$ cat src/rtl/t05_htree_decode.sv
// -----------------------------------------------------------------------------
// t05_htree_decode
//
// Huffman tree walker for the decompression path. Reads tree nodes from SRAM,
// consumes the encoded bitstream one bit at a time, walks from the root to a
// leaf and emits one 8-bit character per leaf reached. The root node is cached
// after its first read, so each new character restarts from the cached copy
// without another SRAM access.
//
// Node layout (NODE_W = 71): {index[70:64], child0[63:55], child1[54:46],
// sum[45:0]}. Child encoding: 9'h180 = null, bit8=1 = sum node (index in
// [6:0]), bit8=0 = leaf (character in [7:0]).
//
// Ports:
//   clk, rst_n        clock, asynchronous active-low reset
//   en                level enable; low aborts and returns to IDLE
//   root_index        SRAM index of the root node (latched on start)
//   num_chars         number of characters to decode (latched on start)
//   bit_in/bit_valid  encoded bit input, transferred when bit_ready is high
//   bit_ready         decoder accepts a bit this cycle
//   rd_req/rd_addr    node read request, held until rd_done
//   rd_data/rd_done   node read data, valid in the rd_done pulse cycle
//   char_out          decoded character
//   char_valid        one-cycle strobe qualifying char_out
//   char_count        characters emitted since start
//   op_fin            status: 0000 busy/idle, 0011 done, 1000 error
//
// All outputs come from registers or from a decode of the state register, so
// there is no combinational path from rd_data or bit_in to any output.
// -----------------------------------------------------------------------------
module t05_htree_decode #(
  parameter int NODE_W = 71,
  parameter int IDX_W  = 7,
  parameter int CNT_W  = 16
) (
  input  logic              clk,
  input  logic              rst_n,
  input  logic              en,
  input  logic [IDX_W-1:0]  root_index,
  input  logic [CNT_W-1:0]  num_chars,
  input  logic              bit_in,
  input  logic              bit_valid,
  output logic              bit_ready,
  output logic              rd_req,
  output logic [IDX_W-1:0]  rd_addr,
  input  logic [NODE_W-1:0] rd_data,
  input  logic              rd_done,
  output logic [7:0]        char_out,
  output logic              char_valid,
  output logic [CNT_W-1:0]  char_count,
  output logic [3:0]        op_fin
);

  localparam int CHILD_W = 9;
  localparam int DEPTH_W = 7;
  localparam int IDX_MSB = NODE_W - 1;
  localparam int C0_MSB  = NODE_W - IDX_W - 1;
  localparam int C1_MSB  = C0_MSB - CHILD_W;
  localparam int SUM_MSB = C1_MSB - CHILD_W;

  localparam logic [CHILD_W-1:0] CHILD_NULL = 9'h180;
  localparam logic [3:0]         FIN_BUSY   = 4'b0000;
  localparam logic [3:0]         FIN_DONE   = 4'b0011;
  localparam logic [3:0]         FIN_ERR    = 4'b1000;

  typedef enum logic [2:0] {
    S_IDLE,
    S_FETCH,
    S_BIT,
    S_EMIT,
    S_DONE,
    S_ERR
  } state_t;

  state_t state;
  state_t next_state;

  // Latched job parameters
  logic [IDX_W-1:0]   root_idx_r;
  logic [CNT_W-1:0]   num_r;

  // Walk state
  logic [IDX_W-1:0]   cur_addr;
  logic [CHILD_W-1:0] node_c0;
  logic [CHILD_W-1:0] node_c1;
  logic [CHILD_W-1:0] root_c0;
  logic [CHILD_W-1:0] root_c1;
  logic               root_valid;
  logic [7:0]         char_reg;
  logic [CNT_W-1:0]   cnt_r;
  logic [DEPTH_W-1:0] depth;

  // Decoded conditions
  logic [CHILD_W-1:0] sel_child;
  logic               child_null;
  logic               child_sum;
  logic               fetch_idx_ok;
  logic               depth_max;
  logic [CNT_W-1:0]   cnt_inc;
  logic               last_char;

  // The sum field of a node is not needed for decoding.
  logic unused_sum;
  assign unused_sum = ^rd_data[SUM_MSB:0];

  always_comb begin
    sel_child    = bit_in ? node_c1 : node_c0;
    child_null   = (sel_child == CHILD_NULL);
    child_sum    = sel_child[CHILD_W-1] && !child_null;
    fetch_idx_ok = (rd_data[IDX_MSB -: IDX_W] == cur_addr);
    depth_max    = &depth;
    cnt_inc      = cnt_r + CNT_W'(1);
    last_char    = (cnt_inc == num_r);
  end

  // ---------------------------------------------------------------------------
  // State register
  // ---------------------------------------------------------------------------
  always_ff @(posedge clk or negedge rst_n) begin
    if (!rst_n) begin
      state <= S_IDLE;
    end else begin
      state <= next_state;
    end
  end

  // ---------------------------------------------------------------------------
  // Next-state logic
  // ---------------------------------------------------------------------------
  always_comb begin
    next_state = state;
    case (state)
      S_IDLE: begin
        if (en) begin
          next_state = (num_chars == '0) ? S_DONE : S_FETCH;
        end
      end
      S_FETCH: begin
        if (rd_done) begin
          next_state = fetch_idx_ok ? S_BIT : S_ERR;
        end
      end
      S_BIT: begin
        if (bit_valid) begin
          // Depth guard takes priority so a cyclic tree always terminates.
          if (depth_max || child_null) begin
            next_state = S_ERR;
          end else if (child_sum) begin
            next_state = S_FETCH;
          end else begin
            next_state = S_EMIT;
          end
        end
      end
      S_EMIT: begin
        if (last_char) begin
          next_state = S_DONE;
        end else if (!root_valid) begin
          next_state = S_ERR;
        end else begin
          next_state = S_BIT;
        end
      end
      S_DONE:  next_state = S_DONE;
      S_ERR:   next_state = S_ERR;
      default: next_state = S_ERR;
    endcase
    if (!en) begin
      next_state = S_IDLE;
    end
  end

  // ---------------------------------------------------------------------------
  // State-decoded outputs
  // ---------------------------------------------------------------------------
  always_comb begin
    rd_req     = (state == S_FETCH);
    bit_ready  = (state == S_BIT);
    char_valid = (state == S_EMIT);
    case (state)
      S_DONE:  op_fin = FIN_DONE;
      S_ERR:   op_fin = FIN_ERR;
      default: op_fin = FIN_BUSY;
    endcase
  end

  assign rd_addr    = cur_addr;
  assign char_out   = char_reg;
  assign char_count = cnt_r;

  // ---------------------------------------------------------------------------
  // Datapath
  // ---------------------------------------------------------------------------
  always_ff @(posedge clk or negedge rst_n) begin
    if (!rst_n) begin
      root_idx_r <= '0;
      num_r      <= '0;
      cur_addr   <= '0;
      node_c0    <= '0;
      node_c1    <= '0;
      root_c0    <= '0;
      root_c1    <= '0;
      root_valid <= 1'b0;
      char_reg   <= '0;
      cnt_r      <= '0;
      depth      <= '0;
    end else begin
      case (state)
        S_IDLE: begin
          if (en) begin
            root_idx_r <= root_index;
            num_r      <= num_chars;
            cur_addr   <= root_index;
            cnt_r      <= '0;
            root_valid <= 1'b0;
            depth      <= '0;
          end
        end
        S_FETCH: begin
          if (en && rd_done && fetch_idx_ok) begin
            node_c0 <= rd_data[C0_MSB -: CHILD_W];
            node_c1 <= rd_data[C1_MSB -: CHILD_W];
            if (cur_addr == root_idx_r) begin
              root_c0    <= rd_data[C0_MSB -: CHILD_W];
              root_c1    <= rd_data[C1_MSB -: CHILD_W];
              root_valid <= 1'b1;
            end
          end
        end
        S_BIT: begin
          if (en && bit_valid && !depth_max) begin
            depth <= depth + DEPTH_W'(1);
            if (child_sum) begin
              cur_addr <= sel_child[IDX_W-1:0];
            end else if (!child_null) begin
              char_reg <= sel_child[7:0];
            end
          end
        end
        S_EMIT: begin
          // char_valid is already high this cycle, so the count advances
          // even if en drops at the same time.
          cnt_r   <= cnt_inc;
          depth   <= '0;
          node_c0 <= root_c0;
          node_c1 <= root_c1;
        end
        default: begin
        end
      endcase
    end
  end

endmodule
$ cat config.mk
export PLATFORM = sky130hd
export DESIGN_NAME = t05_htree_decode
export DESIGN_NICKNAME = d
export VERILOG_FILES = /design/src/rtl/t05_htree_decode.sv
export SDC_FILE = /design/constraint.sdc
export NUM_CORES = 1
export LEC_CHECK = 0
export CORE_ASPECT_RATIO = 0.75
export CORE_MARGIN = 3
export CORE_UTILIZATION = 50
export CTS_CLUSTER_SIZE = 24
export DETAILED_ROUTE_END_ITERATION = 10
export MAX_ROUTING_LAYER = met4
export PLACE_DENSITY = 0.81
export RECOVER_POWER = 100
export SYNTH_ARGS = -nofsm -noshare
export SYNTH_HDL_FRONTEND = slang
export SYNTH_SLANG_ARGS = --single-unit
$ cat constraint.sdc
create_clock -name clk -period 2.4 [get_ports clk]
set_clock_uncertainty 0.05 [all_clocks]
set_input_delay 0.72 -clock clk [delete_from_list [all_inputs] [get_ports clk]]
set_output_delay 0.72 -clock clk [all_outputs]
set_load 0.1 [all_outputs]
# == Yosys cells after proc, flatten, opt, wreduce, memory -nomap -nowiden ==
# Index checks and enable logic that the tools add are counted.
# totals
register_bits,101
latch_bits,0
mem_bits_rw,0
rom_bits,0
n_memories,0
# op_classes
n_addsub,2
multipliers,0
div,0
n_lt_le_gt_ge,0
n_eq_ne,16
shift,0
mux,29
n_bitwise,2
reduce_logical,25
# ops
cell,count
case mux 9 bit (2 select lines),2
two-way mux 7 bit,5
case mux 16 bit (2 select lines),1
two-way mux 9 bit,3
two-way mux 3 bit,8
case mux 7 bit (3 select lines),1
adder 16 x 1 -> 16 bit (second input constant),1
== test 16 bit,1
zero test 16 bit,1
two-way mux 16 bit,1
case mux 3 bit (5 select lines),1
== test 7 bit,2
case mux 7 bit (2 select lines),1
AND reduction 4 bit,3
== test 9 bit (second input constant),1
!= test 2 x 1 -> 1 bit (second input constant),4
case mux 4 bit (2 select lines),1
AND reduction 2 bit,4
nonzero test 2 bit,4
adder 7 x 1 -> 7 bit (second input constant),1
AND reduction 7 bit,1
== test 3 x 2 -> 1 bit (second input constant),2
== test 3 bit (second input constant),2
AND reduction 3 bit,2
other kinds (13),21

# == Depth between registers and ports, before layout ==
# Gate-level depths: netlist of the first run.
# depth
depth_word,9
ltp_mapped,9
ltp_nobuf,7

# == Least setup slack after synthesis of the first run ==
# No wires, ideal clock.
# synth_timing
path_kind,register -> output
startpoint,register state[1]
endpoint,output op_fin[1]
t_arrival_ps,3179
required_ps,1630
slack_ps,-1549
stages_incl_launch_ff,4
n_path_buf,2
cell_sequence,dfrtp_1 -> buf_4 -> nor3_1 -> buf_4
# synth_via
elab_chain_len,2
word_cells_on_any_way,3
# synth_lines
item,line,source
start: declaration,75,state_t state;
start signal: assignment,123,state <= next_state;
== test 3 bit,180,case (state)
case mux 4 bit (2 select lines) (*),180,
end: declaration,51,output logic [3:0] op_fin
# Mark *: on every way between the ends. The rest lies on a longest branch, timed or not.

# == Worst setup path in the final report of the first run ==
# layout_timing
startpoint,register cnt_r[0] (netlist: char_count[0])
endpoint,register state[1]
# layout_via
elab_chain_len,5
# layout_lines
item,line,source
start: declaration,90,logic [CNT_W-1:0] cnt_r;
start signal: assignment,243,cnt_r <= cnt_inc;
adder 16 x 1 -> 16 bit,112,cnt_inc = cnt_r + CNT_W'(1);
== test 16 bit,113,last_char = (cnt_inc == num_r);
two-way mux 3 bit,156,if (last_char) begin
case mux 3 bit (5 select lines),132,case (state)
two-way mux 3 bit,168,if (!en) begin
# Every way passes these cells.
# A chain may end at the register's enable or synchronous reset.

==> results.yml, run 1 <==
run_status:
  status: "complete, but fails checks"
  violations: "max-capacitance violations, max-slew violations"
clock_tree:
  clk_pin_slew_ns: 0.07
  cts_buffer_depth: 2
  cts_tree: "built"
  cts_sinks: 101
  clk_latency_ns: 0.35
  cts_root_buf: "clkbuf_16"
  cts_hold_buffers: 0
  cts_buffers: 9
  htreeDepth: 3
global_routing:
  grt-busiest-layer: "met2"
  grtUsageMet3: 0.0460
  antenna_found_initial: 0
  track_usage: 0.251
  grt_util_met2: 0.393
  grt_pass1_vias: 4664
  overflow: 0
  grt_max_degree: 56
  grt_util_met1: 0.342
  grt_pass1_wl_mm: 23.5
logic_synthesis:
  ys_top_cells_by_count: "nand2_1, dfrtp_1, o21ai_0"
  avgSynthCellArea_um2: 9.63
  ys_seq_elements: 101
  synth.most_common_cell: "nand2_1"
  synth_cell_types: 55
  async_flop_share: 1.00
  yosys.area.top_type: "dfrtp_1"
  ys_top_cells_by_area: "dfrtp_1, nand2_1, mux2i_1"
  synthCells: 560
  ys.warnings.count: 0
  ys_seq_area_frac: 0.469
  synth_top_area_share: 0.469
  synth_edf_count: 0
  syn_area_um2: 5390
  synth_ff_type: "dfrtp_1"
  synth_nets: 662
sta:
  setup_tns_ns: 0
  rsz0062_at_grt: "true"
  hold_viol: 0
  fin_crit_ns: 2.36
  max_freq_mhz: 424
  finalSetupViolations: 0
  finalMaxSlewViolations: 30
  worst_pin_slew_ns: 1.54
  post-route-period-util: 0.984
  slew_headroom: -0.0283
pwr:
  vdd_drop_max_mv: 0.439
  finalPower_w: 0.00529
  powerDensity_nw_per_um2: 739
  power.leakage_nw: 3.13
place:
  place_area_um2: 6780
  dpl.hpwl_mm: 10.6
  portBuffers: 90
  gp_congestion: 0.963
die:
  dieArea_um2: 12100
  chipHeight_um: 95.9
  coreArea_um2: 10400
  die_w_um: 126
  rows: 32
  io_pins: 138
  start_util: 0.518
final_layout:
  fillCellCount: 754
  fin_nets: 775
  area_growth_pct: 32.9
  post-route-util: 0.688
  stdcell_area_um2: 7160
  num_antenna_cells: 0
  layout-drive-gt1-share: 0.242
critical_path:
  timing_worst_setup_path_type: "register to register"
  rr_worst_depth: 7
  cp.depth: 7
  rr_endpoint: "state[1]$_DFFE_PN0P_"
  crit_top_cell: "a41oi_2"
  worst_ep_arrival_time_ns: 2.54
  crit_chain: "ha_4, and3_4, a41oi_2, o221ai_1, nor4_2, a41oi_2, a31o_1"
  critPathLaunch: "char_count[0]$_DFFE_PN0P_"
  path_delay_family: "compound AO/OA/AOI/OAI gates"
  critPathBufInv: 0
  crit_end: "state[1]$_DFFE_PN0P_"
  crit_slowest_cell: "dfrtp_4"
  r2r_start: "char_count[0]$_DFFE_PN0P_"
  start_kind: "register"
  crit_fanout: 9
  reg2reg_slack_ns: 0.04
  crit_required_ns: 2.58
  slowest_delay_ns: 0.53
  cp-end-kind: "register"
drt:
  drtPass1Iterations: 5
  routed_wl_mm: 15.1
  drc: 0
  first_iter_violations: 496
  vias_per_cell: 5.93
  antenna_left: 0
  vias: 4826
  wl_per_cell_um: 18.6
run:
  drv_cap: 1
worst_hold_path:
  hp-class: "register to register"
  hold_depth: 2
-- area by class of cell --
class | count | area, µm² | share of cell area
Multi-Input combinational cell | 415 | 2700 | 0.376
Sequential cell | 101 | 2560 | 0.357
Timing Repair Buffer | 136 | 1410 | 0.196
Clock buffer | 10 | 239 | 0.0334
Tap cell | 136 | 170 | 0.0238
Clock inverter | 6 | 52.6 | 0.00734
Inverter | 10 | 42.5 | 0.00594
-- worst min-delay path by stage --
stage / startpoint / endpoint / slack [ns]
after floorplan: rst_n / char_count[10]$_DFFE_PN0P_ / 0.37
after CTS: rst_n / char_out[6]$_DFFE_PN0P_ / 0.24
final: root_c0[4]$_DFFE_PN0P_ / node_c0[4]$_DFFE_PN0P_ / 0.43
after global placement: root_valid$_DFFE_PN0P_ / state[0]$_DFFE_PN0P_ / 0.39
after detailed placement: root_c0[4]$_DFFE_PN0P_ / node_c0[4]$_DFFE_PN0P_ / 0.42
after global routing: root_c0[2]$_DFFE_PN0P_ / node_c0[2]$_DFFE_PN0P_ / 0.46
-- placed cells by master (no fill, tap or decap), types with 3 or more instances in the layout --
| cell | synthesis | routed |
|---|---|---|
| a21oi_1 | 30 | 30 |
| a31oi_1 | 6 | 6 |
| and2_1 | 3 | 3 |
| and3_1 | 8 | 6 |
| and4_1 | 5 | 4 |
| buf_12 | 0 | 18 |
| buf_4 | 10 | 49 |
| buf_6 | 4 | 3 |
| clkbuf_16 | 0 | 11 |
| clkbuf_2 | 0 | 11 |
| clkdlybuf4s50_1 | 0 | 46 |
| clkinvlp_4 | 0 | 3 |
| dfrtp_1 | 101 | 81 |
| dfrtp_2 | 0 | 18 |
| dlymetal6s2s_1 | 0 | 6 |
| inv_1 | 9 | 8 |
| inv_6 | 0 | 3 |
| mux2_2 | 23 | 23 |
| mux2i_1 | 27 | 27 |
| nand2_1 | 103 | 103 |
| nand3_1 | 17 | 17 |
| nand4_1 | 12 | 12 |
| nor2_1 | 34 | 32 |
| nor2b_1 | 6 | 5 |
| nor4_1 | 7 | 7 |
| nor4b_1 | 3 | 3 |
| o21ai_0 | 48 | 46 |
| o21ai_1 | 1 | 3 |
| o31ai_1 | 4 | 4 |
| xnor2_1 | 24 | 24 |
| xor2_1 | 14 | 12 |
-- cells by family after synthesis --
logic type,after synthesis,share of synthesized area
buffers and inverters,44,0.0441
flip-flops,101,0.469
other,1,0.000696
AO/OA/AOI/OAI,107,0.117
XOR/XNOR,38,0.0617
multiplexers,52,0.102
adder cells (fa/ha/maj),2,0.00464
AND/OR/NAND/NOR,215,0.201
-- tightest hold or removal path, delay by kind of cell, from the launching register on --
kind | cells | cell delay, ns
AND/OR/NAND/NOR | 1 | 0.05
flip-flops | 1 | 0.35
AO/OA/AOI/OAI | 1 | 0.06
-- where the power goes --
part | switching (W) | internal (W)
registers | 0.000276 | 0.00195
logic | 0.00102 | 0.000617
clock network | 0.000678 | 0.000751
total | 0.00198 | 0.00331
-- per-stage QoR --
stage          cells  hold WS (ns)  worst slack [ns]
2_1_floorplan    560         0.374            -0.119
6_report         814         0.431            0.0390
3_5_place_dp     793         0.418            -0.394
5_1_grt          814         0.465           -0.0267
4_1_cts          809         0.244           0.00273
3_3_place_gp     793         0.394            -0.317
-- state kept, by name, indices dropped and copies added (netlist names), 8 cells and up --
register	cells
root_c0	9
char_count	16
node_c0	9
node_c1	9
char_out	8
root_c1	9
num_r	16
-- timing repair --
| action | 4_1_cts | 5_1_grt |
|---|---|---|
| pin swaps | 0 | 10 |
| resized for setup | 5 | 16 |
| setup endpoints to repair | 7 | 46 |
| gates cloned | 0 | 3 |
| buffers inserted | 0 | 2 |
-- metal layers --
layer  vias to the layer above  share of wire  wire length, µm
li1                       2192              -                -
met1                      2349           0.43             6520
met2                       255           0.47             7160
met3                        30          0.082             1240
met4                         0          0.015              223
met5                         -              0                0
No activity file was read; power rests on OpenSTA's default activity.
==> run 2, diff against run 1 <==
--- a/config.mk
+++ b/config.mk
@@ -7,2 +7,3 @@
 export LEC_CHECK = 0
+export CAP_MARGIN = 10
 export CORE_ASPECT_RATIO = 0.75
==> constraint.sdc (replaced) <==
create_clock -name clk -period 2.4 [get_ports clk]
set_clock_uncertainty 0.05 [all_clocks]
set_input_delay 0.24 -clock clk [delete_from_list [all_inputs] [get_ports clk]]
set_output_delay 0.24 -clock clk [all_outputs]
set_load 0.1 [all_outputs]
==> results.yml, run 2 (synthesized netlist as in run 1, its figures left out) <==
clock_tree:
  cts_buffers: 9
  cts_root_buf: "clkbuf_16"
  cts_buffer_depth: 2
  cts_tree: "built"
  clk_latency_ns: 0.34
  htreeDepth: 3
  clk_pin_slew_ns: 0.07
  cts_sinks: 101
global_routing:
  grt_max_degree: 60
  track_usage: 0.241
  grt_pass1_vias: 4460
  antenna_found_initial: 0
  overflow: 0
  grt_pass1_wl_mm: 22.7
die:
  start_util: 0.518
  chipHeight_um: 95.9
  coreArea_um2: 10400
  die_w_um: 126
  dieArea_um2: 12100
  io_pins: 138
  rows: 32
critical_path:
  timing_worst_setup_path_type: "register to register"
  start_kind: "register"
  cp-end-kind: "register"
  slowest_delay_ns: 0.52
  crit_chain: "ha_4, and3_4, a41oi_1, o221ai_1, nor4_2, a41oi_2, a31o_1"
  crit_fanout: 9
  crit_slowest_cell: "dfrtp_4"
  crit_required_ns: 2.58
  path_delay_family: "compound AO/OA/AOI/OAI gates"
  critPathBufInv: 0
  worst_ep_arrival_time_ns: 2.44
pwr:
  p_int_w: 0.00339
  powerDensity_nw_per_um2: 790
  pwr-share-seq: 0.420
  comb_power_share: 0.280
  swShare: 0.357
  power_frac_clock: 0.300
  power.leakage_nw: 2.81
  p_switching_w: 0.00188
  vdd_drop_max_mv: 0.386
final_layout:
  fin_nets: 750
  area_growth_pct: 23.9
  regArea_um2: 2560
  layout_commonest_cell: "nand2_1"
  fillCellCount: 866
  layout_common_cells: "nand2_1, dfrtp_1, clkdlybuf4s50_1, o21ai_0, nor2_1"
  stdcell_count: 789
  num_antenna_cells: 0
  multiInputGateArea_um2: 2660
  layout-drive-gt1-share: 0.156
drt:
  drtPass1Iterations: 5
  first_iter_violations: 471
  antenna_left: 0
  wl_per_cell_um: 17.8
  vias_per_cell: 5.79
  vias: 4570
  routed_wl_mm: 14.0
  drc: 0
place:
  gp_congestion: 0.970
  dpl.hpwl_mm: 10.0
  portBuffers: 90
  dp_cells: 769
sta:
  hold_slack_ns: 0.403
  worst_pin_slew_ns: 1.18
  post-route-period-util: 0.941
  max_freq_mhz: 443
  finalMaxSlewViolations: 0
  fin_crit_ns: 2.26
  hold_viol: 0
  finalSetupViolations: 0
  setup_tns_ns: 0
  slew_headroom: 0.215
run_status:
  status: "finished, final reports clean"
worst_hold_path:
  hp-class: "input port to register"
run:
  drv_cap: 0
-- run 2: metrics by stage --
step / power, W / instance area [µm²] / utilization / setup WS [ns]
5_1_grt: 0.00551 / 6680 / 0.642 / -0.0159
6_report: 0.00527 / 6680 / 0.642 / 0.142
3_5_place_dp: 0.00373 / 6410 / 0.615 / 0.0167
4_1_cts: 0.00531 / 6740 / 0.648 / 0.0743
3_3_place_gp: 0.00368 / 6410 / 0.615 / 0.0922
2_1_floorplan: 0.00326 / 5440 / - / -0.111
-- run 2: worst paths after layout --
check,startpoint,end,slack (ns),cells past startpoint
worst max-delay path,char_count[1]$_DFFE_PN0P_,state[1]$_DFFE_PN0P_,0.14,7
worst min-delay path,num_chars[3],num_r[3]$_DFFE_PN0P_,0.40,3
worst max register to register,char_count[1]$_DFFE_PN0P_,state[1]$_DFFE_PN0P_,0.14,7
worst min register to register,root_valid$_DFFE_PN0P_,state[0]$_DFFE_PN0P_,0.40,1
max in group asynchronous,rst_n,char_count[1]$_DFFE_PN0P_,0.41,3
min in group asynchronous,rst_n,rd_addr[4]$_DFFE_PN0P_,0.58,2
-- run 2: routing by layer --
layer  global-route usage  part of all wire  up-vias  routed length [µm]
met3               0.0488             0.076       22                1070
met2                0.360              0.45      202                6340
li1                     -                 -     2135                   -
met5                    -                 0        -                   0
met4               0.0670             0.013        0                 181
met1                0.336              0.46     2211                6420
-- run 2: worst min-delay path: stages --
cell	delay, ns
clkdlybuf4s50_1	0.42
nand2_1	0.06
nand2_1	0.04
-- run 2: what timing repair did --
action | in CTS | in global routing
endpoints found under the setup margin | 0 | 9
hold buffers | 1 | 0
resized for setup | 0 | 5
hold endpoints to repair | 15 | 0
buffers inserted | 0 | 3
-- run 2: power groups by stage --
stage | Clock, W | Combinational [W] | Sequential (W)
global placement | 0 | 0.00146 | 0.00222
finish | 0.00158 | 0.00148 | 0.00221
floorplan | 0 | 0.000750 | 0.00251
CTS | 0.00160 | 0.00151 | 0.00221
global route | 0.00167 | 0.00159 | 0.00224
detailed placement | 0 | 0.00150 | 0.00223
-- run 2: final cells by class --
class / instances / area share
sequential: 101 / 0.383
clock buffer: 11 / 0.0363
tap: 136 / 0.0255
inverter: 10 / 0.00618
timing repair buffer: 111 / 0.138
multi-input combinational: 415 / 0.399
clock inverter: 5 / 0.0127
==> run 3, diff against run 2 <==
Settings changed: SKIP_CTS_REPAIR_TIMING set to 1.
==> results.yml, run 3 (synthesized netlist as in run 1, its figures left out) <==
run_status:
  status: "finished, final reports clean"
sta:
  hold_slack_ns: 0.403
  hold_viol: 0
  finalSetupViolations: 0
  post-route-period-util: 0.953
  worst_pin_slew_ns: 1.18
  slew_headroom: 0.215
  fin_crit_ns: 2.29
  finalMaxSlewViolations: 0
  max_freq_mhz: 437
global_routing:
  track_usage: 0.240
  grt_pass1_vias: 4451
  grt_max_degree: 60
  grt_pass1_wl_mm: 22.7
  overflow: 0
  antenna_found_initial: 0
critical_path:
  crit_required_ns: 2.58
  start_kind: "register"
  rr_endpoint: "state[1]$_DFFE_PN0P_"
  rr_worst_depth: 6
  cp-end-kind: "register"
  worst_ep_arrival_time_ns: 2.47
  reg2reg_slack_ns: 0.11
  crit_fanout: 13
  r2r_start: "char_count[2]$_DFFE_PN0P_"
  timing_worst_setup_path_type: "register to register"
worst_hold_path:
  min_to: "num_r[3]$_DFFE_PN0P_"
  holdCritStartpoint: "num_chars[3]"
  hp-class: "input port to register"
  hold_depth: 3
pwr:
  power.leakage_nw: 2.81
  vdd_drop_max_mv: 0.385
  finalPower_w: 0.00527
  powerDensity_nw_per_um2: 789
run:
  drv_cap: 0
final_layout:
  layout_common_cells: "nand2_1, dfrtp_1, clkdlybuf4s50_1, o21ai_0, nor2_1"
  layout_commonest_cell: "nand2_1"
  layout-drive-gt1-share: 0.156
  fin_nets: 750
  num_antenna_cells: 0
  area_growth_pct: 23.9
clock_tree:
  htreeDepth: 3
  cts_root_buf: "clkbuf_16"
  cts_sinks: 101
  cts_tree: "built"
  clk_latency_ns: 0.34
  cts_buffers: 9
  cts_buffer_depth: 2
  clk_pin_slew_ns: 0.07
drt:
  first_iter_violations: 485
  vias_per_cell: 5.79
  drc: 0
  wl_per_cell_um: 17.7
  antenna_left: 0
  vias: 4570
  drtPass1Iterations: 5
  routed_wl_mm: 14.0
place:
  gp_congestion: 0.970
  portBuffers: 90
  dpl.hpwl_mm: 10.0
die:
  chipHeight_um: 95.9
  io_pins: 138
  rows: 32
  coreArea_um2: 10400
  start_util: 0.518
  die_w_um: 126
  dieArea_um2: 12100
run 3: worst max-delay path by stage:
stage | from | end | cells after the start | slack (ns)
after floorplan | state[1]$_DFFE_PN0P_ | op_fin[1] | 3 | -0.11
after global placement | en | char_count[12]$_DFFE_PN0P_ | 6 | 0.09
after detailed placement | bit_valid | rd_addr[2]$_DFFE_PN0P_ | 6 | 0.02
after CTS | char_count[0]$_DFFE_PN0P_ | state[1]$_DFFE_PN0P_ | 7 | 0.07
after global routing | char_count[2]$_DFFE_PN0P_ | state[1]$_DFFE_PN0P_ | 6 | -0.02
final | char_count[2]$_DFFE_PN0P_ | state[1]$_DFFE_PN0P_ | 6 | 0.11
run 3: final cells by class:
cell class | instances | area (µm²)
fillers | 865 | 3730
well taps | 136 | 170
clock buffers | 11 | 243
repair buffers | 111 | 921
multi-input cells | 415 | 2660
inverters | 10 | 41.3
flip-flops and latches | 101 | 2560
clock inverters | 5 | 85.1
run 3: routing by layer:
metal  vias to the layer above  share of wire  GRT usage
li1                       2136              -          -
met1                      2210           0.46      0.336
met2                       202           0.45      0.360
met3                        22          0.078     0.0488
met4                         0          0.015     0.0670
met5                         -              0          -
run 3: power breakdown:
part | total [W] | internal, W | leakage [nW] | switching (W)
Clock | 0.00158 | 0.000947 | 0.156 | 0.000637
Sequential | 0.00221 | 0.00195 | 1.24 | 0.000264
Combinational | 0.00148 | 0.000501 | 1.41 | 0.000978
Total | 0.00527 | 0.00339 | 2.81 | 0.00188
run 3: worst max-delay path, cell delays in order, from the launching register on:
cell     delay (ns)
dfrtp_2        0.49
nand4_1        0.21
nor4_1         0.58
xnor2_1        0.12
a21oi_1        0.31
a41oi_2        0.18
a31o_1         0.23
run 3: stage by stage:
step / cell area [µm²] / TNS [ns] / utilization / cells / worst slack [ns]
after floorplan: 5440 / -0.111 / - / 560 / -0.111
after global placement: 6410 / 0 / 0.615 / 769 / 0.0922
after detailed placement: 6410 / 0 / 0.615 / 769 / 0.0167
after CTS: 6730 / 0 / 0.647 / 785 / 0.0743
after global routing: 6680 / -0.0159 / 0.642 / 789 / -0.0159
final: 6680 / 0 / 0.642 / 789 / 0.114
